==> src/rtl/fifo_ctrl.sv <==
// Streaming FIFO controller around a single-port RAM: write and read requests share
// one port and are arbitrated alternately; read data lands in a registered output stage.
module fifo_ctrl #(
  parameter int DATA_WIDTH = 24,
  parameter int DEPTH      = 24,
  parameter int ADDR_WIDTH = 18
) (
  input  logic                       clk,
  input  logic                       rst,
  input  logic                       flush,
  input  logic                       s_valid,
  output logic                       s_ready,
  input  logic [DATA_WIDTH-1:0]      s_data,
  output logic                       m_valid,
  input  logic                       m_ready,
  output logic [DATA_WIDTH-1:0]      m_data,
  output logic                       ram_ce,
  output logic                       ram_we,
  output logic [ADDR_WIDTH-1:0]      ram_addr,
  output logic [DATA_WIDTH-1:0]      ram_d,
  input  logic [DATA_WIDTH-1:0]      ram_q,
  output logic [$clog2(DEPTH+1)-1:0] count,
  output logic                       full,
  output logic                       empty
);

  localparam int PW = $clog2(DEPTH);
  localparam int CW = $clog2(DEPTH+1);

  typedef enum logic {GNT_READ = 1'b0, GNT_WRITE = 1'b1} gnt_e;

  logic [PW-1:0]         wr_ptr_q, wr_ptr_d, rd_ptr_q, rd_ptr_d;
  logic [CW-1:0]         count_q, count_d;
  logic                  m_valid_q, m_valid_d;
  logic [DATA_WIDTH-1:0] m_data_q, m_data_d;
  gnt_e                  last_q, last_d;

  logic full_c, empty_c, wr_req, rd_req, wr_gnt, rd_gnt;

  function automatic logic [PW-1:0] ptr_inc(input logic [PW-1:0] p);
    return (p == PW'(DEPTH-1)) ? '0 : p + 1'b1;
  endfunction

  always_comb begin
    full_c  = (count_q == CW'(DEPTH));
    empty_c = (count_q == '0);
    wr_req  = s_valid && !full_c;
    rd_req  = !empty_c && (!m_valid_q || m_ready);
    wr_gnt  = 1'b0;
    rd_gnt  = 1'b0;
    // A cycle that clears state never touches the RAM.
    if (!rst && !flush) begin
      if (wr_req && rd_req) begin
        wr_gnt = (last_q == GNT_READ);
        rd_gnt = (last_q == GNT_WRITE);
      end else begin
        wr_gnt = wr_req;
        rd_gnt = rd_req;
      end
    end
  end

  always_comb begin
    s_ready  = wr_gnt;
    ram_ce   = wr_gnt || rd_gnt;
    ram_we   = wr_gnt;
    ram_addr = '0;
    ram_d    = '0;
    if (wr_gnt) begin
      ram_addr = ADDR_WIDTH'(wr_ptr_q);
      ram_d    = s_data;
    end else if (rd_gnt) begin
      ram_addr = ADDR_WIDTH'(rd_ptr_q);
    end
  end

  always_comb begin
    wr_ptr_d  = wr_ptr_q;
    rd_ptr_d  = rd_ptr_q;
    count_d   = count_q;
    m_valid_d = m_valid_q;
    m_data_d  = m_data_q;
    last_d    = last_q;
    if (wr_gnt) begin
      wr_ptr_d = ptr_inc(wr_ptr_q);
      count_d  = count_q + 1'b1;
      last_d   = GNT_WRITE;
    end
    // A read in the same cycle as a downstream accept refills without a bubble.
    if (rd_gnt) begin
      rd_ptr_d  = ptr_inc(rd_ptr_q);
      count_d   = count_q - 1'b1;
      m_data_d  = ram_q;
      m_valid_d = 1'b1;
      last_d    = GNT_READ;
    end else if (m_valid_q && m_ready) begin
      m_valid_d = 1'b0;
    end
  end

  always_ff @(posedge clk) begin
    if (rst || flush) begin
      wr_ptr_q  <= '0;
      rd_ptr_q  <= '0;
      count_q   <= '0;
      m_valid_q <= 1'b0;
      m_data_q  <= '0;
      last_q    <= GNT_READ;
    end else begin
      wr_ptr_q  <= wr_ptr_d;
      rd_ptr_q  <= rd_ptr_d;
      count_q   <= count_d;
      m_valid_q <= m_valid_d;
      m_data_q  <= m_data_d;
      last_q    <= last_d;
    end
  end

  assign m_valid = m_valid_q;
  assign m_data  = m_data_q;
  assign count   = count_q;
  assign full    = full_c && !rst;
  assign empty   = empty_c || rst;

endmodule

==> config.mk <==
export PLATFORM = sky130hd
export DESIGN_NAME = fifo_ctrl
export DESIGN_NICKNAME = d
export VERILOG_FILES = /design/src/rtl/fifo_ctrl.sv
export SDC_FILE = /design/constraint.sdc
export NUM_CORES = 1
export LEC_CHECK = 0
export CAP_MARGIN = 10
export CORE_ASPECT_RATIO = 0.75
export CORE_MARGIN = 4
export CORE_UTILIZATION = 31
export CTS_CLUSTER_DIAMETER = 200
export CTS_CLUSTER_SIZE = 25
export DETAILED_ROUTE_END_ITERATION = 16
export PLACE_DENSITY_LB_ADDON = 0.3
export SLEW_MARGIN = 10
export SYNTH_ARGS = -nofsm -noshare
export SYNTH_HDL_FRONTEND = slang
export SYNTH_SLANG_ARGS = --single-unit
export TNS_END_PERCENT = 30
==> constraint.sdc <==
create_clock -name clk -period 5.8 [get_ports clk]
set_clock_uncertainty 0.1 [all_clocks]
set_input_delay 0.87 -clock clk [delete_from_list [all_inputs] [get_ports clk]]
set_output_delay 0.87 -clock clk [all_outputs]
set_load 0.02 [all_outputs]
==> qor.log, run 1 <==
[timing] post-route minimum period 4.554 ns
[layout] commonest non-fill, non-tap cell in the layout clkdlybuf4s50_1
[power] combinational share of power 25.8%
[timing] highest clock rate 219.6 MHz
[cts] root cell of the clock tree clkbuf_8
[logic_synthesis] area fraction in and, or, nand and nor cells after synthesis 20.95%
[timing] Least-Margin Pin Slew 1.037 ns
[cts] post-CTS setup-driven buffer insertion count 0
[power] Static Leak 1.230 nW
[worst_setup_path] Most Frequent Cell on Critical Path clkdlybuf4s50_1
[cts] CTS tree yes
[worst_setup_path] sort of element at the start of the critical path primary input
[logic_synthesis] Yosys top cell by area dfxtp_1
[drt] Antenna Violating Nets Remaining 0
[worst_setup_path] path type of the worst setup path primary input to output port
[cts] Clock Pin Slew Worst Setup and Hold Paths 0.07 ns
[logic_synthesis] number of register bits inferred by synthesis 41
[floorplanning] width of the die 101.5 µm
[power] internal power of the cells 0.0004614 W
[power] reported net switching power 0.0001910 W
[timing] setup repair after global routing missed its margin false
[worst_setup_path] slowest stage delay, CP 0.90 ns
[layout] Total Nets Final 377
[worst_setup_path] worst-case register-to-register setup slack 2.53 ns
[logic_synthesis] sequential element share of the synthesized area 40.42%
[worst_setup_path] largest fanout of any net on the critical path 34
[worst_setup_path] critical path's slowest cell a211oi_4
[drt] DRC violation total after the first TritonRoute iteration 73
[logic_synthesis] number of enable-type register cells in the synthesized netlist 0
[layout] multi-input combinational cell area 1064 µm²
[logic_synthesis] portion of netlist area occupied by mux cells 3.512%
[worst_hold_path] number of cells traversed by the worst hold path 1
[cts] largest buffer count on any clock path 2
[placement] global placement routability congestion 0.7360
[drt] DR DRC count 0
[floorplanning] Die Height 78.09 µm
[global_route] global-route wire length before repair 8.956 mm
[power] Power Dens Cells 200.6 nW/µm²
[floorplanning] number of placed I/O pins 130
[global_route] pin count of the biggest net entering global routing 35
[status] outcome finished clean
[floorplanning] starting density of the core 32.14%
[placement] Post-Place Cells 395
[worst_setup_path] worst-path cell chain clkdlybuf4s50_1, or2_2, a211oi_4, a22o_1, clkdlybuf4s50_1
[cts] number of instances resized during post-cts repair 0
[timing] Finish-stage setup viols 0
[worst_setup_path] endpoint required time on the critical path 4.83 ns
[logic_synthesis] post-synthesis cell area 2031 µm²
[logic_synthesis] Synth Area in Compound Gates 22.37%
[floorplanning] number of cell rows 25
[placement] IO buf count 116
[drt] routed wire length per instance 14.53 µm
[layout] antenna diode instance count 0
[logic_synthesis] Post-synth top flop dfxtp_1
[worst_hold_path] hold worst-path end m_data[13]$_SDFFE_PP0P_
[logic_synthesis] synthesized-area fraction occupied by adder cells 1.848%
[logic_synthesis] Cells after Synth 209
[worst_setup_path] Worst Setup End Kind output port
[drt] ratio of routed vias to standard cells 4.697
[layout] number of non-filler instances in the completed layout 403
[worst_hold_path] type of the most critical hold path flop to flop
[logic_synthesis] top post-synthesis cells by area dfxtp_1 40%, a22o_1 13%, and2_1 8.0%, buf_4 5.5%, mux2i_1 3.0%
[layout] fraction of layout instances using a drive strength above 1 7.143%
[cts] sinks on the clock net 41
[cts] number of CTS-inserted buffers 5
[worst_hold_path] worst hold start m_data[13]$_SDFFE_PP0P_
[floorplanning] area of the core 6319 µm²
[timing] hold violation total from the final report 0
[timing] setup tns final 0 ns
[floorplanning] Die Outline Area 7923 µm²
[cts] Post-CTS Hold Buffers 0
[global_route] aggregate global-route resource usage 13.93%
[global_route] Overflow after GRT 0
[drt] number of iterations in the first detailed-routing pass 4
[drt] total wire length 5.854 mm
[power] switching share of power 29.27%
[placement] HPWL after DPL 4.466 mm
[drt] number of vias in the routed layout 1893
[job] number of max-cap violations 0
[placement] dpl cell area 3169 µm²
[layout] final instance area 3252 µm²
[layout] number of fillers in the final layout 583
[power] Clk network pwr share 27.7%
[power] sequential share of power 46.5%
[cts] htree depth 2
[logic_synthesis] largest family of logic cells by synthesized area compound AO/OA/AOI/OAI gates
[worst_setup_path] CP Data Arrival Time 3.58 ns
[worst_setup_path] destination of the worst register-to-register timing path count[4]$_SDFFE_PP0P_
[worst_setup_path] number of cell instances on the worst register-to-register path 10
[layout] register cell area after layout 820.8 µm²
[global_route] number of antenna violations at the first check in global routing 0
[timing] Slew headroom 30.62%
[layout] area grow syn2layout 60.14%
[cts] clock latency reported for the late side of the worst-skew pair 0.29 ns
[timing] fin. max-slew vios 0
[global_route] number of global-route vias before repair 1809
[logic_synthesis] mean instance size in the synthesized netlist 9.716 µm²
[layout] top library cells by usage in the layout, fill and taps aside 116 x clkdlybuf4s50_1, 41 x dfxtp_1, 30 x a22o_1
[logic_synthesis] Synth Warn # 0
[worst_setup_path] startpoint of the worst register-to-register path count[0]$_SDFFE_PP0P_
[logic_synthesis] share of Yosys cell area claimed by the top area cell type 40.42%
[logic_synthesis] FFs w/ async S/R, synth 0%
[logic_synthesis] Synth Area in XOR/XNOR 1.294%
[timing] final period utilization 78.52%
[power] worst vdd rail ir drop 0.0001064 V
[logic_synthesis] number of unique standard cell types used by synthesis 47
kinds of logic (layout without fill, tap and decap cells):
group           count (synthesis)  count (layout)
flops                          41              41
simple gates                   75              75
xor+xnor                        3               3
compound gates                 52              52
buf+inv                        27             128
fa+ha+maj                       3               3
other cells                     1              13
mux                             7               7
layer usage:
layer / up-vias / track usage, % / share of wire (%)
met5: - / 0 / 0
met4: 0 / 3.586 / 0.92
met3: 5 / 3.996 / 9.3
met2: 82 / 22.13 / 44
met1: 861 / 18.52 / 46
li1: 945 / - / -
power by group through the flow:
stage	combinational, W	clock [W]	sequential [W]
finish	0.000168	0.000181	0.000303
global route	0.000182	0.000199	0.000305
CTS	0.000170	0.000189	0.000303
detailed placement	0.000170	0	0.000309
global placement	0.000168	0	0.000310
floorplan	0.0000885	0	0.000319
Yosys cell counts, types with 2 or more instances:
cell type,count
ha_1,3
and2b_2,2
o21a_1,3
dfxtp_1,41
buf_6,3
and2_1,26
nor2_1,13
xnor2_1,2
nor2b_1,2
buf_4,15
mux2i_1,6
nor3_1,7
nand3_1,3
a2111oi_1,2
or2_2,2
inv_1,2
a22o_1,30
o21ai_4,2
nand2_1,8
a21oi_1,4
nor2_2,2
a21o_1,2
buf_2,5
how the worst max path moves through the flow:
stage	start	to	slack, ns	depth (start not counted)
detailed placement	rst	ram_addr[0]	1.19	5
floorplan	flush	count[4]$_SDFFE_PP0P_	2.64	11
finish	rst	ram_addr[0]	1.25	5
CTS	rst	ram_addr[0]	1.19	5
global route	rst	ram_addr[0]	1.01	5
global placement	rst	ram_addr[4]	1.27	5
stage by stage:
stage / hold slack [ns] / setup slack [ns] / total power, W / util, %
3_5_place_dp: 0.3542 / 1.192 / 0.0004788 / 50.16
4_1_cts: 0.3801 / 1.192 / 0.0006620 / 51.47
2_1_floorplan: 0.3554 / 2.644 / 0.0004078 / -
5_1_grt: 0.3997 / 1.007 / 0.0006850 / 51.47
3_3_place_gp: 0.3558 / 1.274 / 0.0004773 / 50.16
6_report: 0.3771 / 1.246 / 0.0006524 / 51.47
final cells by class:
class,count,share of cell area [%]
clock buffer,6,2.232
clock inverter,2,0.3078
inverter,2,0.2309
multi-input combinational,153,32.70
sequential,41,25.24
tap,81,3.117
timing repair buffer,118,36.17
critical path, delay by kind of cell:
family / cells / cell delay, ns
buffers and inverters: 2 / 1.06
and+or+nand+nor: 1 / 0.46
AOI/OAI and AO/OA: 2 / 1.18
flip-flops by register name, summed over array words and instances (netlist names):
signal    count
wr_ptr_q      5
m_data       24
rd_ptr_q      5
last_q        1
m_valid       1
count         5
(Power assumes the default switching activity.)
==> run 2, diff against run 1 <==
clock period = 4 ns   (was 5.8 ns; I/O delays follow)
==> qor.log, run 2 (synthesis results as in run 1) <==
[status] outcome finished clean
[cts] htree depth 2
[timing] tightest hold margin 0.3783 ns
[cts] root cell of the clock tree clkbuf_8
[job] number of max-cap violations 0
[timing] setup tns final 0 ns
[floorplanning] starting density of the core 32.14%
[floorplanning] number of cell rows 25
[drt] number of iterations in the first detailed-routing pass 4
[floorplanning] area of the core 6319 µm²
[global_route] number of antenna violations at the first check in global routing 0
[layout] number of non-filler instances in the completed layout 407
[placement] worst slack at placement 0.3309 ns
[worst_setup_path] CP Data Arrival Time 2.97 ns
[timing] setup repair after global routing missed its margin false
[layout] number of fillers in the final layout 589
[layout] area grow syn2layout 61.61%
[global_route] Overflow after GRT 0
[timing] Least-Margin Pin Slew 0.5267 ns
[drt] ratio of routed vias to standard cells 4.656
[power] worst vdd rail ir drop 0.0001952 V
[cts] number of instances resized during post-cts repair 0
[drt] number of vias in the routed layout 1895
[power] Static Leak 1.250 nW
[worst_setup_path] largest fanout of any net on the critical path 26
[timing] post-route minimum period 3.670 ns
[layout] Total Nets Final 381
[global_route] pin count of the biggest net entering global routing 27
[floorplanning] Die Height 78.09 µm
[timing] hold violation total from the final report 0
[timing] fin. max-slew vios 0
[layout] commonest non-fill, non-tap cell in the layout clkdlybuf4s50_1
[cts] CTS tree yes
[timing] final worst setup slack 0.3299 ns
[drt] DR DRC count 0
[layout] top library cells by usage in the layout, fill and taps aside 116 x clkdlybuf4s50_1, 41 x dfxtp_1, 30 x a22o_1
[global_route] aggregate global-route resource usage 14.02%
[global_route] global-route wire length before repair 8.956 mm
[drt] routed wire length per instance 13.79 µm
[drt] total wire length 5.613 mm
[timing] highest clock rate 272.5 MHz
[layout] max FFs per register 24
[global_route] number of global-route vias before repair 1811
[floorplanning] width of the die 101.5 µm
[cts] largest buffer count on any clock path 2
[placement] global placement routability congestion 0.8082
[worst_setup_path] path type of the worst setup path primary input to output port
[placement] IO buf count 116
[layout] register cell area after layout 820.8 µm²
[floorplanning] Die Outline Area 7923 µm²
[layout] final core utilization 51.94%
[layout] antenna diode instance count 0
[cts] number of CTS-inserted buffers 5
[layout] fraction of layout instances using a drive strength above 1 8.282%
[power] Power Dens Cells 286.5 nW/µm²
[drt] DRC violation total after the first TritonRoute iteration 128
[floorplanning] number of placed I/O pins 130
[worst_setup_path] Worst Setup End Kind output port
[timing] final period utilization 91.75%
[worst_hold_path] type of the most critical hold path flop to flop
[worst_setup_path] endpoint required time on the critical path 3.30 ns
[cts] sinks on the clock net 41
[placement] HPWL after DPL 4.517 mm
[placement] Post-Place Cells 399
[cts] clock latency reported for the late side of the worst-skew pair 0.28 ns
[drt] Antenna Violating Nets Remaining 0
[cts] post-CTS setup-driven buffer insertion count 0
[layout] multi-input combinational cell area 1064 µm²
[timing] Finish-stage setup viols 0
[worst_setup_path] sort of element at the start of the critical path primary input
[timing] Slew headroom 63.98%
[cts] Clock Pin Slew Worst Setup and Hold Paths 0.08 ns
[cts] Post-CTS Hold Buffers 0
run 2: final timing paths:
check / start / depth (start not counted) / endpoint / slack [ns]
hold / removal: m_data[11]$_SDFFE_PP0P_ / 1 / m_data[11]$_SDFFE_PP0P_ / 0.38
hold reg to reg: m_data[11]$_SDFFE_PP0P_ / 1 / m_data[11]$_SDFFE_PP0P_ / 0.38
setup reg to reg: count[0]$_SDFFE_PP0P_ / 10 / count[4]$_SDFFE_PP0P_ / 0.95
setup / recovery: rst / 6 / ram_d[16] / 0.33
run 2: per-layer routing:
| metal | wire, µm | GRT usage (%) |
|---|---|---|
| met1 | 2470 | 18.14 |
| met2 | 2601 | 23.17 |
| met3 | 511 | 4.440 |
| met4 | 29 | 2.390 |
| met5 | 0 | 0 |
run 2: area by class of cell:
class / instances / share of cell area, %
repair buffers: 122 / 36.75
multi-input cells: 153 / 32.41
flip-flops and latches: 41 / 25.01
well taps: 81 / 3.088
clock buffers: 6 / 2.211
clock inverters: 2 / 0.3050
inverters: 2 / 0.2287
run 2: critical path, cell delays in order:
cell and delay, ns:
clkdlybuf4s50_1 0.45, or2_2 0.34, a211oi_4 0.49, buf_4 0.31
and2_1 0.15, clkdlybuf4s50_1 0.61
run 2: where the power goes:
group / total, W / switching, W / internal, W
logic: 0.000247 / 0.000119 / 0.000127
registers: 0.000440 / 0.0000158 / 0.000424
clock network: 0.000254 / 0.000133 / 0.000121
total: 0.000940 / 0.000268 / 0.000672
run 2: metrics by stage:
stage	area (µm²)	power (W)
after global routing	3282	0.0009929
after detailed placement	3199	0.0006970
after global placement	3199	0.0006943
after CTS	3282	0.0009537
after floorplan	2076	0.0005913
final	3282	0.0009403
